$ cat src/rtl/serial_pkg.sv
// serial_pkg: shared definitions for the serial endpoint.
//   - UART FSM state encoding, used by both the TX and RX machines
//   - default bit period and FIFO depth
//   - data bit counter width
// Optional feature macro: SERIAL_ENDPOINT_PARITY_EN adds the PARITY state.
package serial_pkg;

  localparam int CLKS_PER_BIT_DEFAULT = 434;  // 50 MHz / 115200
  localparam int FIFO_DEPTH_DEFAULT   = 4;
  localparam int BIT_CNT_W            = 3;    // indexes 8 data bits

  typedef enum logic [2:0] {
    ST_IDLE   = 3'd0,
    ST_START  = 3'd1,
    ST_DATA   = 3'd2,
`ifdef SERIAL_ENDPOINT_PARITY_EN
    ST_PARITY = 3'd3,
`endif
    ST_STOP   = 3'd4
  } uart_state_t;

endpackage

$ cat src/rtl/serial_endpoint_byte_fifo.sv
// byte_fifo: 8-bit first-word-fall-through FIFO.
// The head entry is read straight from the registered storage array.
// A push into a full FIFO succeeds only when a pop happens in the same cycle.
// Ports:
//   clock, reset     - clock, async active-low reset (empties FIFO, zeroes array)
//   push, wdata      - write request and data
//   pop              - remove head (ignored when empty)
//   rdata            - current head entry
//   full, empty      - status
//   count            - number of stored entries
module byte_fifo #(
  parameter int DEPTH = 4
) (
  input  logic                     clock,
  input  logic                     reset,
  input  logic                     push,
  input  logic [7:0]               wdata,
  input  logic                     pop,
  output logic [7:0]               rdata,
  output logic                     full,
  output logic                     empty,
  output logic [$clog2(DEPTH):0]   count
);

  localparam int AW = $clog2(DEPTH);

  logic [7:0]    mem [DEPTH];
  logic [AW-1:0] wr_ptr;
  logic [AW-1:0] rd_ptr;
  logic          do_push;
  logic          do_pop;

  assign empty   = (count == '0);
  assign full    = (count == (AW+1)'(DEPTH));
  assign do_pop  = pop && !empty;
  assign do_push = push && (!full || do_pop);
  assign rdata   = mem[rd_ptr];

  // Pointers wrap naturally because DEPTH is a power of two.
  always_ff @(posedge clock or negedge reset) begin
    if (!reset) begin
      wr_ptr <= '0;
      rd_ptr <= '0;
      count  <= '0;
      for (int i = 0; i < DEPTH; i++) mem[i] <= '0;
    end else begin
      if (do_push) begin
        mem[wr_ptr] <= wdata;
        wr_ptr      <= wr_ptr + 1'b1;
      end
      if (do_pop) rd_ptr <= rd_ptr + 1'b1;
      case ({do_push, do_pop})
        2'b10:   count <= count + 1'b1;
        2'b01:   count <= count - 1'b1;
        default: count <= count;
      endcase
    end
  end

endmodule

$ cat src/rtl/serial_endpoint.sv
// serial_endpoint: device side of the processor serial port.
// Processor bytes go through a TX FIFO onto a UART TX line; the UART RX line
// is deserialised into an RX FIFO that the processor pops.
// Ports:
//   clock, reset                    - clock, async active-low reset
//   uart_rx_in / uart_tx_out        - UART pins (idle high)
//   proc_rdata/proc_rvalid/proc_rden - RX FIFO head, non-empty, pop
//   proc_wdata/proc_wren/proc_wready - TX byte, push, not-full
//   rx_overrun_out, rx_frame_err_out - sticky RX error flags
// Optional feature macro: SERIAL_ENDPOINT_PARITY_EN (even parity, 8E1).
//
// state  | meaning
// IDLE   | line idle (TX: waiting for FIFO data, RX: waiting for low)
// START  | start bit (RX: half-bit wait then re-check)
// DATA   | 8 data bits, LSB first
// PARITY | even parity bit (only with SERIAL_ENDPOINT_PARITY_EN)
// STOP   | stop bit
module serial_endpoint
  import serial_pkg::*;
#(
  parameter int CLKS_PER_BIT = CLKS_PER_BIT_DEFAULT,
  parameter int FIFO_DEPTH   = FIFO_DEPTH_DEFAULT
) (
  input  logic       clock,
  input  logic       reset,
  input  logic       uart_rx_in,
  output logic       uart_tx_out,
  output logic [7:0] proc_rdata,
  output logic       proc_rvalid,
  input  logic       proc_rden,
  input  logic [7:0] proc_wdata,
  input  logic       proc_wren,
  output logic       proc_wready,
  output logic       rx_overrun_out,
  output logic       rx_frame_err_out
);

  localparam int TW = $clog2(CLKS_PER_BIT);
  localparam int CW = $clog2(FIFO_DEPTH) + 1;
  localparam logic [TW-1:0] BIT_LOAD  = TW'(CLKS_PER_BIT - 1);
  localparam logic [TW-1:0] HALF_LOAD = TW'(CLKS_PER_BIT / 2 - 1);

  // ---------------- FIFOs ----------------
  logic [7:0]    tx_rdata;
  logic          tx_push, tx_pop, tx_full, tx_empty;
  logic [CW-1:0] tx_count;
  logic          rx_push, rx_pop, rx_full, rx_empty;
  logic [CW-1:0] rx_count;
  logic [7:0]    rx_shift;

  assign tx_push     = proc_wren && !tx_full;
  assign proc_wready = (tx_count != CW'(FIFO_DEPTH));
  assign rx_pop      = proc_rden && !rx_empty;
  assign proc_rvalid = (rx_count != '0);

  byte_fifo #(.DEPTH(FIFO_DEPTH)) u_tx_fifo (
    .clock (clock),    .reset (reset),
    .push  (tx_push),  .wdata (proc_wdata), .pop   (tx_pop),
    .rdata (tx_rdata), .full  (tx_full),    .empty (tx_empty),
    .count (tx_count)
  );

  byte_fifo #(.DEPTH(FIFO_DEPTH)) u_rx_fifo (
    .clock (clock),      .reset (reset),
    .push  (rx_push),    .wdata (rx_shift), .pop   (rx_pop),
    .rdata (proc_rdata), .full  (rx_full),  .empty (rx_empty),
    .count (rx_count)
  );

  // ---------------- TX FSM ----------------
  uart_state_t            tx_state, tx_state_nxt;
  logic [TW-1:0]          tx_timer;
  logic [BIT_CNT_W-1:0]   tx_bit;
  logic [7:0]             tx_shift;
  logic                   tx_tc;

  assign tx_tc = (tx_timer == '0);
  // Popping at the end of STOP chains frames with no idle cycle between them.
  assign tx_pop = !tx_empty && ((tx_state == ST_IDLE) || (tx_state == ST_STOP && tx_tc));

  always_ff @(posedge clock or negedge reset) begin
    if (!reset) begin
      tx_state <= ST_IDLE;
      tx_timer <= '0;
      tx_bit   <= '0;
      tx_shift <= '0;
    end else begin
      tx_state <= tx_state_nxt;
      if (tx_pop) tx_shift <= tx_rdata;
      // Held at the reload value in IDLE so START always gets a full period.
      if (tx_state == ST_IDLE || tx_tc) tx_timer <= BIT_LOAD;
      else                              tx_timer <= tx_timer - 1'b1;
      if (tx_state == ST_DATA && tx_tc) tx_bit <= tx_bit + 1'b1;
    end
  end

  always_comb begin
    tx_state_nxt = tx_state;
    case (tx_state)
      ST_IDLE:   if (!tx_empty) tx_state_nxt = ST_START;
      ST_START:  if (tx_tc) tx_state_nxt = ST_DATA;
      ST_DATA:
        if (tx_tc && tx_bit == '1) begin
`ifdef SERIAL_ENDPOINT_PARITY_EN
          tx_state_nxt = ST_PARITY;
`else
          tx_state_nxt = ST_STOP;
`endif
        end
`ifdef SERIAL_ENDPOINT_PARITY_EN
      ST_PARITY: if (tx_tc) tx_state_nxt = ST_STOP;
`endif
      ST_STOP:   if (tx_tc) tx_state_nxt = tx_empty ? ST_IDLE : ST_START;
      default:   tx_state_nxt = ST_IDLE;
    endcase
  end

  // Decoded from the state register, so reset forces the line high at once.
  always_comb begin
    uart_tx_out = 1'b1;
    case (tx_state)
      ST_START:  uart_tx_out = 1'b0;
      ST_DATA:   uart_tx_out = tx_shift[tx_bit];
`ifdef SERIAL_ENDPOINT_PARITY_EN
      ST_PARITY: uart_tx_out = ^tx_shift;
`endif
      default:   uart_tx_out = 1'b1;
    endcase
  end

  // ---------------- RX FSM ----------------
  uart_state_t            rx_state, rx_state_nxt;
  logic [TW-1:0]          rx_timer;
  logic [BIT_CNT_W-1:0]   rx_bit;
  logic                   rx_sync1, rx_sync2;
  logic                   rx_tc;
  logic                   rx_stop_smp;
  logic                   rx_par_ok;

  assign rx_tc       = (rx_timer == '0);
  assign rx_stop_smp = (rx_state == ST_STOP) && rx_tc;

`ifdef SERIAL_ENDPOINT_PARITY_EN
  logic rx_par_bad;
  always_ff @(posedge clock or negedge reset) begin
    if (!reset)                             rx_par_bad <= 1'b0;
    else if (rx_state == ST_PARITY && rx_tc) rx_par_bad <= rx_sync2 ^ (^rx_shift);
  end
  assign rx_par_ok = !rx_par_bad;
`else
  assign rx_par_ok = 1'b1;
`endif

  assign rx_push = rx_stop_smp && rx_sync2 && rx_par_ok;

  always_ff @(posedge clock or negedge reset) begin
    if (!reset) begin
      rx_sync1         <= 1'b1;
      rx_sync2         <= 1'b1;
      rx_state         <= ST_IDLE;
      rx_timer         <= '0;
      rx_bit           <= '0;
      rx_shift         <= '0;
      rx_overrun_out   <= 1'b0;
      rx_frame_err_out <= 1'b0;
    end else begin
      rx_sync1 <= uart_rx_in;
      rx_sync2 <= rx_sync1;
      rx_state <= rx_state_nxt;
      // Half-bit wait first so every later sample lands mid-bit.
      if (rx_state == ST_IDLE) rx_timer <= HALF_LOAD;
      else if (rx_tc)          rx_timer <= BIT_LOAD;
      else                     rx_timer <= rx_timer - 1'b1;
      if (rx_state == ST_DATA && rx_tc) begin
        rx_shift <= {rx_sync2, rx_shift[7:1]};
        rx_bit   <= rx_bit + 1'b1;
      end
      if (rx_push && rx_full && !rx_pop)              rx_overrun_out   <= 1'b1;
      if (rx_stop_smp && (!rx_sync2 || !rx_par_ok))   rx_frame_err_out <= 1'b1;
    end
  end

  always_comb begin
    rx_state_nxt = rx_state;
    case (rx_state)
      ST_IDLE:   if (!rx_sync2) rx_state_nxt = ST_START;
      ST_START:  if (rx_tc) rx_state_nxt = rx_sync2 ? ST_IDLE : ST_DATA;
      ST_DATA:
        if (rx_tc && rx_bit == '1) begin
`ifdef SERIAL_ENDPOINT_PARITY_EN
          rx_state_nxt = ST_PARITY;
`else
          rx_state_nxt = ST_STOP;
`endif
        end
`ifdef SERIAL_ENDPOINT_PARITY_EN
      ST_PARITY: if (rx_tc) rx_state_nxt = ST_STOP;
`endif
      ST_STOP:   if (rx_tc) rx_state_nxt = ST_IDLE;
      default:   rx_state_nxt = ST_IDLE;
    endcase
  end

endmodule

$ cat config.mk
export PLATFORM = sky130hd
export DESIGN_NAME = serial_endpoint
export DESIGN_NICKNAME = d
export VERILOG_FILES = /design/src/rtl/serial_pkg.sv /design/src/rtl/serial_endpoint_byte_fifo.sv /design/src/rtl/serial_endpoint.sv
export SDC_FILE = /design/constraint.sdc
export NUM_CORES = 1
export LEC_CHECK = 0
export ABC_CLOCK_PERIOD_IN_PS = 3910
export CORE_ASPECT_RATIO = 0.7
export CORE_MARGIN = 2
export CORE_UTILIZATION = 60
export CTS_CLUSTER_SIZE = 25
export DETAILED_ROUTE_END_ITERATION = 7
export GPL_ROUTABILITY_DRIVEN = 0
export GPL_TIMING_DRIVEN = 0
export PLACE_DENSITY = 0.79
export SKIP_LAST_GASP = 1
export SLEW_MARGIN = 10
export SYNTH_ARGS = -nofsm -noshare
export SYNTH_HDL_FRONTEND = slang
export SYNTH_HIERARCHICAL = 1
export SYNTH_SLANG_ARGS = --single-unit
$ cat constraint.sdc
create_clock -name clock -period 3.91 [get_ports clock]
set_clock_uncertainty 0.15 [all_clocks]
set_input_delay 0.391 -clock clock [delete_from_list [all_inputs] [get_ports clock]]
set_output_delay 0.391 -clock clock [all_outputs]
set_load 0.005 [all_outputs]
==> results.yml <==
synth:
  synth-main-ff-cell: "dfrtp_1"
  avgSynthCellArea_sq_um: 14.19
  yosysTopAreaCell: "dfrtp_1"
  synth_area_leaders: "dfrtp_1 (54%), mux2_2 (16%), mux4_2 (6.9%)"
  synth_enable_flop_cells: 0
  synthCells: 413
  ys_seq_area_share_pct: 54.71
  synth.distinct_cells: 47
  syn_nets: 444
  synth_top_area_share_pct: 53.81
  ys_async_sr_fraction_pct: 100.0
  syn_area_sq_um: 5859
  synth-seq-cells: 128
  synth_warnings: 6
setup_path:
  cp_max_fo: 5
  cp-start-kind: "flip-flop"
  reg2reg_slack_ns: 0.42
  end_kind: "flip-flop"
  critical_path_required_ns: 4.04
  arrival_ns: 3.62
  r2r-start: "tx_timer[0]$_DFF_PN0_"
  r2r-end: "u_tx_fifo/count[2]$_DFFE_PN0P_"
  r2r.worst_path.cells: 14
  path_class: "flip-flop to flip-flop"
cts:
  clk_pin_slew_ns: 0.06
  clock_latency_ns: 0.40
  post_cts_resized: 0
  cts_max_path_buffers: 2
  cts_buffers: 17
  cts_max_level: 4
  cts.sink_count: 128
  cts_tree: "done"
  cts_root_buffer: "clkbuf_16"
timing:
  tns_ns: 0
  drv_slew: 0
  timing.slew.headroom_pct: 38.06
  holdWs_ns: 0.2163
  rsz0062_at_grt: "false"
  finalSetupViolCount: 0
  fmaxAchievable_mhz: 286.7
  timing.final.hold_violations: 0
  max_slew.worst_pin.slew_ns: 0.9219
  fin_crit_sh_pct: 89.20
  finalCriticalPeriod_ns: 3.488
die:
  top_level_ports: 26
  start_util_pct: 60.98
  core.rowCount: 30
  die_area_sq_um: 10580
  die_w_um: 122.1
  core_sq_um: 9609
  die_y_um: 86.68
routing:
  drc: 0
  wl_met1_um: 5074
  viasPerCell: 5.693
  first_pass_iters: 5
  wl_per_cell_um: 18.01
  wl_met2_um: 5298
  dr.first_iter.drc_count: 209
  wl_met3_um: 409
  ant_nets: 0
  highest_layer: "met4"
  vias: 3427
  drt-total-wl_um: 10840
place:
  placed_cell_area_sq_um: 6299
  port_buffers: 25
  hpwlAfterDp_um: 6924
global_route:
  overflow: 0
  grt_max_degree: 94
  antenna_found_initial: 0
  grt_usage_pct: 22.71
  grt_pass1_vias: 3540
  grt_pass1_wl_um: 18040
pwr:
  ir_drop_mv: 0.5050
  power_density_nw_per_um2: 631.0
  leakagePower_nw: 3.136
final_layout:
  drive_gt1_share_pct: 34.39
  layout_common_cells: "dfrtp_1 (126), mux2_2 (82), clkdlybuf4s50_1 (24), nand2_1 (21), mux4_2 (18)"
  design_area_sq_um: 6963
  nNetsFinal: 492
  syn2layout_area_growth_pct: 18.83
  layout_commonest_cell: "dfrtp_1"
  diodes: 0
hold_path:
  min_to: "rx_sync2$_DFF_PN1_"
  hp-class: "flip-flop to flip-flop"
  min_path_cells: 0
  hp-start: "rx_sync1$_DFF_PN1_"
run_status:
  outcome: "completed"
run:
  maxCapViolations: 0
-- where the power goes --
part	internal, mW	total (mW)	switching [mW]
Sequential	1.60	1.82	0.213
Combinational	0.500	0.906	0.406
Clock	1.10	1.67	0.571
-- cell usage after synthesis (2+ instances only) --
master,n
dfrtp_1,126
mux2_2,82
nand2_1,21
mux4_2,18
inv_1,17
ha_1,16
xnor2_1,16
nor2_1,13
nor3_1,11
xor2_1,10
nor2_2,9
a21oi_1,7
nor2b_1,5
o21ai_0,5
mux2_1,4
or3_1,4
and3_1,3
buf_2,3
mux2i_1,3
nor3b_1,3
nor4_1,3
a21o_1,2
buf_1,2
dfstp_2,2
fa_1,2
nor4b_4,2
o31a_2,2
or2b_2,2
or4_1,2
-- cell type report --
type	instances	area [sq um]
Buffer	7	37.54
Tap cell	128	160.2
Timing Repair Buffer	29	304.0
Multi-Input combinational cell	261	2552
Clock inverter	13	186.4
Sequential cell	128	3206
Clock buffer	19	452.9
Fill cell	623	2646
Inverter	17	63.81
-- registers in the layout, indices dropped and copies added (netlist names) --
signal and cells:
rx_bit 3, rx_frame_err_out 1, rx_overrun_out 1, rx_shift 8, rx_state 3, rx_sync1 1
rx_sync2 1, rx_timer 9, tx_bit 3, tx_shift 8, tx_state 3, tx_timer 9
u_rx_fifo/count 3, u_rx_fifo/mem 32, u_rx_fifo/rd_ptr 2, u_rx_fifo/wr_ptr 2, u_tx_fifo/count 3, u_tx_fifo/mem 32
u_tx_fifo/rd_ptr 2, u_tx_fifo/wr_ptr 2
-- stage by stage --
| stage | total power [mW] | worst slack [ns] | cells | utilization (%) |
|---|---|---|---|---|
| 2_1_floorplan | 2.462 | 0.5885 | 413 | - |
| 3_3_place_gp | 2.651 | -2.518 | 566 | 65.25 |
| 3_5_place_dp | 2.729 | 0.2040 | 567 | 65.55 |
| 4_1_cts | 4.425 | 0.1177 | 600 | 72.30 |
| 5_1_grt | 4.617 | 0.2504 | 602 | 72.46 |
| 6_report | 4.394 | 0.4221 | 602 | 72.46 |
-- timing repair --
item                                    CTS  global route
endpoints found under the setup margin    0             1
hold endpoints to repair                 35             0
setup buffers                             0             2
hold buffers                              1             0
-- metal layers --
| metal | vias to the layer above | global-route usage, % |
|---|---|---|
| li1 | 1580 | - |
| met1 | 1777 | 32.03 |
| met2 | 65 | 36.31 |
| met3 | 5 | 6.382 |
| met4 | 0 | 3.971 |
| met5 | - | 0 |
-- worst max-delay path, stage by stage (launching register included) --
cell	delay [ns]
dfrtp_1	0.43
inv_1	0.08
ha_1	0.24
or4b_2	0.64
o21ai_0	0.21
nand3b_1	0.17
inv_1	0.15
nor4b_4	0.09
or2b_2	0.35
ha_1	0.23
inv_1	0.07
fa_1	0.18
xor2_1	0.17
nor2_1	0.07
xor2_1	0.14
-- kinds of logic (layout without fill, tap and decap cells) --
kind of cell | after synthesis | count (layout) | share of synthesized area [%]
flip-flops | 128 | 128 | 54.71
multiplexers | 107 | 107 | 23.96
AND/OR/NAND/NOR | 89 | 89 | 9.225
XOR/XNOR | 26 | 26 | 3.886
buffers and inverters | 24 | 85 | 1.730
AO/OA/AOI/OAI | 21 | 21 | 2.392
adder cells (fa/ha/maj) | 18 | 18 | 4.100
-- worst max-delay path by stage --
stage                                     start                              to  slack, ns
after detailed placement  tx_timer[0]$_DFF_PN0_  u_tx_fifo/count[2]$_DFFE_PN0P_       0.20
after floorplan           tx_timer[0]$_DFF_PN0_  u_tx_fifo/count[2]$_DFFE_PN0P_       0.59
final                     tx_timer[0]$_DFF_PN0_  u_tx_fifo/count[2]$_DFFE_PN0P_       0.42
after CTS                 tx_timer[0]$_DFF_PN0_  u_tx_fifo/count[2]$_DFFE_PN0P_       0.12
after global placement                    reset   u_rx_fifo/mem[11]$_DFFE_PN0P_      -2.52
after global routing      tx_timer[0]$_DFF_PN0_  u_tx_fifo/count[2]$_DFFE_PN0P_       0.25
Power figures use the tool's default switching activity.
